[config.mk]
export PLATFORM = sky130hd
export DESIGN_NAME = vga_rom_arbiter
export DESIGN_NICKNAME = d
export VERILOG_FILES = /design/src/rtl/vga_pkg.sv /design/src/rtl/arb_wr_fifo.sv /design/src/rtl/vga_rom_arbiter.sv
export SDC_FILE = /design/constraint.sdc
export NUM_CORES = 1
export LEC_CHECK = 0
export CAP_MARGIN = 20
export CORE_ASPECT_RATIO = 1.4
export CORE_UTILIZATION = 53
export DETAILED_ROUTE_END_ITERATION = 16
export PLACE_DENSITY = 0.8
export SYNTH_ARGS = -nofsm -noshare
export SYNTH_HDL_FRONTEND = slang
export SYNTH_SLANG_ARGS = --single-unit
[constraint.sdc]
create_clock -name clk_i -period 3.7 [get_ports clk_i]
set_clock_uncertainty 0.2 [all_clocks]
set_input_delay 0.74 -clock clk_i [delete_from_list [all_inputs] [get_ports clk_i]]
set_output_delay 0.74 -clock clk_i [all_outputs]
set_load 0.1 [all_outputs]
[src/rtl/vga_pkg.sv]
// Shared defaults and grant-state encoding for the VGA glyph RAM arbiter.
package vga_pkg;
    localparam int AW_DEF = 6;
    localparam int DW_DEF = 8;

    localparam logic [1:0] ST_IDLE  = 2'd0;
    localparam logic [1:0] ST_DISP  = 2'd1;
    localparam logic [1:0] ST_WRITE = 2'd2;
endpackage

[src/rtl/arb_wr_fifo.sv]
// Small synchronous FIFO, power-of-two depth; push while full and pop while empty are ignored.
module arb_wr_fifo #(
    parameter int DEPTH = 4,
    parameter int W     = 14
) (
    input  logic                     clk_i,
    input  logic                     rst_n_i,
    input  logic                     push_i,
    input  logic                     pop_i,
    input  logic [W-1:0]             din_i,
    output logic [W-1:0]             head_o,
    output logic                     full_o,
    output logic                     empty_o,
    output logic [$clog2(DEPTH):0]   count_o
);
    localparam int PW = $clog2(DEPTH);
    localparam int CW = PW + 1;

    logic [W-1:0]  mem_q [DEPTH];
    logic [PW-1:0] wr_ptr_q, rd_ptr_q;
    logic [CW-1:0] count_q, count_d;
    logic          do_push, do_pop;

    assign full_o  = (count_q == CW'(DEPTH));
    assign empty_o = (count_q == '0);
    assign count_o = count_q;
    assign head_o  = mem_q[rd_ptr_q];
    assign do_push = push_i && !full_o;
    assign do_pop  = pop_i && !empty_o;
    assign count_d = count_q + CW'(do_push) - CW'(do_pop);

    always_ff @(posedge clk_i or negedge rst_n_i) begin
        if (!rst_n_i) begin
            wr_ptr_q <= '0;
            rd_ptr_q <= '0;
            count_q  <= '0;
        end else begin
            if (do_push) wr_ptr_q <= wr_ptr_q + 1'b1;
            if (do_pop)  rd_ptr_q <= rd_ptr_q + 1'b1;
            count_q <= count_d;
        end
    end

    // Storage needs no reset: entries are only visible through the count.
    always_ff @(posedge clk_i) begin
        if (do_push) mem_q[wr_ptr_q] <= din_i;
    end
endmodule

[src/rtl/vga_rom_arbiter.sv]
// Display-priority arbiter for the single-port glyph RAM; writer traffic is buffered and
// retired on idle display cycles. Optional statistics under VGA_ARB_STATS_EN.
module vga_rom_arbiter
    import vga_pkg::*;
#(
    parameter int AW         = AW_DEF,
    parameter int DW         = DW_DEF,
    parameter int FIFO_DEPTH = 4,
    parameter int BLANK_ONLY = 0,
    parameter int STARVE_LIM = 2048
) (
    input  logic          clk_i,
    input  logic          rst_n_i,
    input  logic          blank_i,
    input  logic          disp_req_i,
    input  logic [AW-1:0] disp_addr_i,
    output logic [DW-1:0] disp_q_o,
    output logic          disp_valid_o,
    input  logic          wr_valid_i,
    input  logic [AW-1:0] wr_addr_i,
    input  logic [DW-1:0] wr_data_i,
    output logic          wr_ready_o,
    output logic          wr_starve_o,
    output logic          busy_o,
    output logic [AW-1:0] ram_addr_o,
    output logic          ram_wren_o,
    output logic [DW-1:0] ram_wdata_o,
    input  logic [DW-1:0] ram_q_i
`ifdef VGA_ARB_STATS_EN
    ,
    output logic [15:0]   stat_wr_cnt_o,
    output logic [15:0]   stat_max_wait_o
`endif
);
    localparam int FW = AW + DW;
    localparam int CW = $clog2(FIFO_DEPTH) + 1;
    localparam int SW = $clog2(STARVE_LIM + 1);

    logic [FW-1:0] head;
    logic          full, empty, push, pop;
    logic [CW-1:0] count, count_next;
    logic [1:0]    grant;
    logic          disp_valid_q;
    logic [SW-1:0] wait_q, wait_d;
    logic          starve_q, starve_d;

    arb_wr_fifo #(.DEPTH(FIFO_DEPTH), .W(FW)) u_fifo (
        .clk_i   (clk_i),
        .rst_n_i (rst_n_i),
        .push_i  (push),
        .pop_i   (pop),
        .din_i   ({wr_addr_i, wr_data_i}),
        .head_o  (head),
        .full_o  (full),
        .empty_o (empty),
        .count_o (count)
    );

    always_comb begin
        grant = ST_IDLE;
        if (disp_req_i)
            grant = ST_DISP;
        else if (!empty && (BLANK_ONLY == 0 || blank_i))
            grant = ST_WRITE;
    end

    assign push        = wr_valid_i && !full;
    assign pop         = (grant == ST_WRITE);
    assign wr_ready_o  = !full;
    assign busy_o      = !empty;
    assign ram_wren_o  = pop;
    assign ram_addr_o  = pop ? head[FW-1:DW] : disp_addr_i;
    assign ram_wdata_o = head[DW-1:0];
    assign disp_q_o    = ram_q_i;
    assign disp_valid_o = disp_valid_q;
    assign wr_starve_o  = starve_q;
    assign count_next   = count + CW'(push) - CW'(pop);

    // Head wait time restarts on every retire; starve flag survives until the buffer drains.
    always_comb begin
        wait_d = wait_q;
        if (pop || empty)
            wait_d = '0;
        else if (wait_q != SW'(STARVE_LIM))
            wait_d = wait_q + 1'b1;
        starve_d = starve_q;
        if (count_next == '0)
            starve_d = 1'b0;
        else if (wait_d == SW'(STARVE_LIM))
            starve_d = 1'b1;
    end

    always_ff @(posedge clk_i or negedge rst_n_i) begin
        if (!rst_n_i) begin
            disp_valid_q <= 1'b0;
            wait_q       <= '0;
            starve_q     <= 1'b0;
        end else begin
            disp_valid_q <= (grant == ST_DISP);
            wait_q       <= wait_d;
            starve_q     <= starve_d;
        end
    end

`ifdef VGA_ARB_STATS_EN
    logic [15:0] wr_cnt_q, wr_cnt_d, max_wait_q, max_wait_d, wait_sat;
    logic [31:0] wait_ext;

    assign wait_ext = 32'(wait_q);
    assign wait_sat = (wait_ext > 32'h0000_FFFF) ? 16'hFFFF : wait_ext[15:0];

    always_comb begin
        wr_cnt_d = wr_cnt_q;
        if (pop && wr_cnt_q != 16'hFFFF)
            wr_cnt_d = wr_cnt_q + 16'd1;
        max_wait_d = max_wait_q;
        if (wait_sat > max_wait_q)
            max_wait_d = wait_sat;
    end

    always_ff @(posedge clk_i or negedge rst_n_i) begin
        if (!rst_n_i) begin
            wr_cnt_q   <= '0;
            max_wait_q <= '0;
        end else begin
            wr_cnt_q   <= wr_cnt_d;
            max_wait_q <= max_wait_d;
        end
    end

    assign stat_wr_cnt_o   = wr_cnt_q;
    assign stat_max_wait_o = max_wait_q;
`endif
endmodule
==> metrics.md <==
| Metric | Value |
|---|---|
| Worst reg2reg startpoint | `u_fifo.count_o[2]$_DFF_PN0_` |
| Pin count of the biggest net entering global routing | `22` |
| Hold WS | `~0.41 ns` |
| Hold Crit Class | `reg2reg` |
| Initial core utilization | `55.3%` |
| Compound-Gate Fraction of Synth Area | `3.91%` |
| Crit Path Class | `in2out` |
| CP Cell Sequence | `clkdlybuf4s50_1 > nor2b_1 > buf_4 > mux2_2 > buf_12` |
| Mux share of post-synthesis cell area | `11.4%` |
| Delay of the slowest critical-path stage | `0.48 ns` |
| RR Endpoint | `wr_starve_o$_DFFE_PN0P_` |
| Slew HR | `between 30% and 40%` |
| Max-slew violation count | `0` |
| Worst-Skew Late Latency | `0.34 ns` |
| Sw Share | `43.8%` |
| Die area | `0.00685 mm²` |
| Peak supply drop | `0.000765 V` |
| Internal power | `2.02 mW` |
| Synth cell types | `40` |
| DRT Pass-1 Iters | `4` |
| First-pass GRT wire length | `10100 µm` |
| Post-cts resize count | `0` |
| CP startpoint | `disp_req_i` |
| Hpwl dp | `4210 µm` |
| DP Worst Slack | `0.206 ns` |
| Synth warn | `0` |
| Post-synth top area share | `48.6%` |
| Tmin final | `3.17 ns` |
| Setup TNS | `0 ns` |
| Crit start category | `input port` |
| Most frequent cells in the layout | `56 x edfxtp_1, 26 x clkdlybuf4s50_1, 21 x dfrtp_1` |
| Antenna violations before repair | `0` |
| Power consumption | `3.59 mW` |
| Worst reg2reg path depth | `11` |
| Commonest non-fill, non-tap cell in the layout | `edfxtp_1` |
| Initial DRC count | `between 60 and 70` |
| Worst-Margin Slew | `0.963 ns` |
| Sw Pwr | `1.57 mW` |
| Clk buf depth | `2` |
| CP endpoint kind | `output port` |
| DR WL/cell | `18.5 µm` |
| Final WL | `around 6300 µm` |
| Comb power frac | `47.7%` |
| Pwr dens | `867 mW/mm²` |
| Clk slew on worst S/H paths | `0.08 ns` |
| Sequential Power Share | `35.0%` |
| Die X | `between 70 and 80 µm` |
| CP endpoint | `ram_addr_o[4]` |
| R2r setup slk | `0.55 ns` |
| CP max stage cell | `clkdlybuf4s50_1` |
| Net Count, Synth | `roughly 270` |
| Synth top area cells | `edfxtp_1 49%, dfrtp_1 15%, mux4_2 9.1%` |
| Floorplan die height | `97.6 µm` |
| Largest family of logic cells by synthesized area | `multiplexers` |
| Layout cells sized above 1 | `about 23%` |
| Post-route ant nets | `0` |
| Core ar. | `0.00625 mm²` |
| Mean Syn Cell Area | `15.6 µm²` |
| Adder-Cell Fraction of Synth Area | `approximately 4.4%` |
| Cell Rows | `34` |
| # IOs | `60` |
| Arrival @ worst endpoint | `2.23 ns` |
| Clock Sinks | `77` |
| GP Congestion | `0.796` |
| CTS buffer count | `9` |
| Synth Cell Area | `0.00346 mm²` |
| Final Hold Vio Count | `0` |
| Post-synthesis sequential area ratio | `between 60% and 70%` |
| Gate Count Post-Synth | `222` |
| Post-CTS setup buffer count | `0` |
| Final period util | `85.7%` |
| Static Leak | `1.54 nW` |
| Post-Synth XOR/XNOR Area | `3.69%` |
| RSZ-0062 raised after global routing | `no` |
| Max Cap Viol | `0` |
| Fillers | `436` |
| Global Route Usage Sum | `20.1%` |
| Drt via density | `5.71` |
| Cell accounting for the most synthesized area | `edfxtp_1` |
| Vias in the first global route | `~2100` |
| Ys flop type | `edfxtp_1` |
| H-tree Lvls | `3` |
| Worst path required time | `2.76 ns` |
| CP max FO | `10` |
| Hold buffer count at CTS | `0` |
| Status | `complete, no violations` |
| Fmax | `approximately 320 MHz` |
| GRT Residual Overflow | `0` |
| Post-synthesis simple-gate area fraction | `about 8.3%` |
| Vias post-DR | `1930` |
| Port Buffer Count | `42` |
| Async SR Flop Fraction | `27.3%` |
| Worst Slack Setup Final | `0.530 ns` |
| Final setup violation count | `0` |
| Final #Nets | `between 300 and 400` |
| Clk pwr share | `17.3%` |
| Synthesis-to-layout area growth | `19.7%` |
| DRC violations left | `0` |
| Clk root buf | `clkbuf_8` |
| CTS tree | `done` |
| Post-synthesis register bit count | `a little under 80` |
| Diode count | `0` |
| Number of synthesized flops with an enable pin | `56` |
==> worst max-delay path: cells and delay by family <==
kind	cells	cell delay, ns
muxes	1	0.40
buffers and inverters	3	0.90
and+or+nand+nor	1	0.20
==> final cells by class <==
type | count | area (µm²) | area share [%]
clock buffer | 9 | 124 | 2.99
clock inverter | 7 | 72.6 | 1.75
inverter | 10 | 37.5 | 0.907
multi-input combinational | 117 | 1100 | 26.6
sequential | 77 | 2210 | 53.3
tap | 72 | 90.1 | 2.18
timing repair buffer | 46 | 505 | 12.2
==> synthesized netlist by cell type (2+ instances only) <==
library cell,number
xnor2_1,7
ha_1,9
o21ai_0,6
and2_1,2
xor2_1,5
mux4_2,14
dfrtp_1,21
buf_2,6
nand4_1,3
nand2_1,8
a21oi_1,5
clkbuf_1,2
inv_1,10
edfxtp_1,56
and3_1,4
nand3_1,6
mux2_2,6
or3_1,7
buf_4,9
fa_1,2
nor2_1,11
nor3_1,5
==> cells by family after synthesis <==
logic type	Yosys count
buffers and inverters	28
xor gates and xnor gates	13
muxes	21
adders and majority gates	11
DFF	77
AOI/OAI and AO/OA	20
and+or+nand+nor	52
==> per-stage QoR <==
stage	instance area, µm²	instances	utilization (%)
4_1_cts	4120	337	65.9
6_report	4140	338	66.2
2_1_floorplan	3460	222	-
3_3_place_gp	3930	321	62.8
5_1_grt	4140	338	66.2
3_5_place_dp	3930	321	62.8
==> power groups by stage <==
stage	sequential, mW	clock, mW	combinational (mW)
after floorplan	1.19	0	1.38
after global placement	1.26	0	1.68
after detailed placement	1.28	0	1.71
after CTS	1.26	0.633	1.73
after global routing	1.28	0.661	1.80
final	1.25	0.621	1.71
==> worst min-delay path by stage <==
stage	cells past startpoint	slack (ns)	start	endpoint
after floorplan	0	0.24	rst_n_i	disp_valid_o$_DFF_PN0_
after global placement	2	0.37	wr_starve_o$_DFFE_PN0P_	wr_starve_o$_DFFE_PN0P_
after detailed placement	2	0.39	wr_starve_o$_DFFE_PN0P_	wr_starve_o$_DFFE_PN0P_
after CTS	2	0.41	wait_q[11]$_DFF_PN0_	wait_q[11]$_DFF_PN0_
after global routing	2	0.44	wait_q[11]$_DFF_PN0_	wait_q[11]$_DFF_PN0_
final	2	0.41	wr_starve_o$_DFFE_PN0P_	wr_starve_o$_DFFE_PN0P_
==> state kept, by name (all words and copies together), names as in the netlist <==
register	cells
u_fifo.mem_q	56
wait_q	12
u_fifo.count_o	3
u_fifo.rd_ptr_q	2
u_fifo.wr_ptr_q	2
disp_valid_o	1
wr_starve_o	1
==> per-layer routing <==
metal | share of wire, % | track usage, % | wire length (µm) | up-vias
met3 | 4.3 | 5.39 | 271 | 11
met5 | 0 | 0 | 0 | -
met4 | 1.8 | 9.08 | 115 | 0
met1 | 38 | 20.9 | 2360 | 962
li1 | - | - | - | 904
met2 | 56 | 36.8 | 3510 | 53
Power figures use the tool's default switching activity.
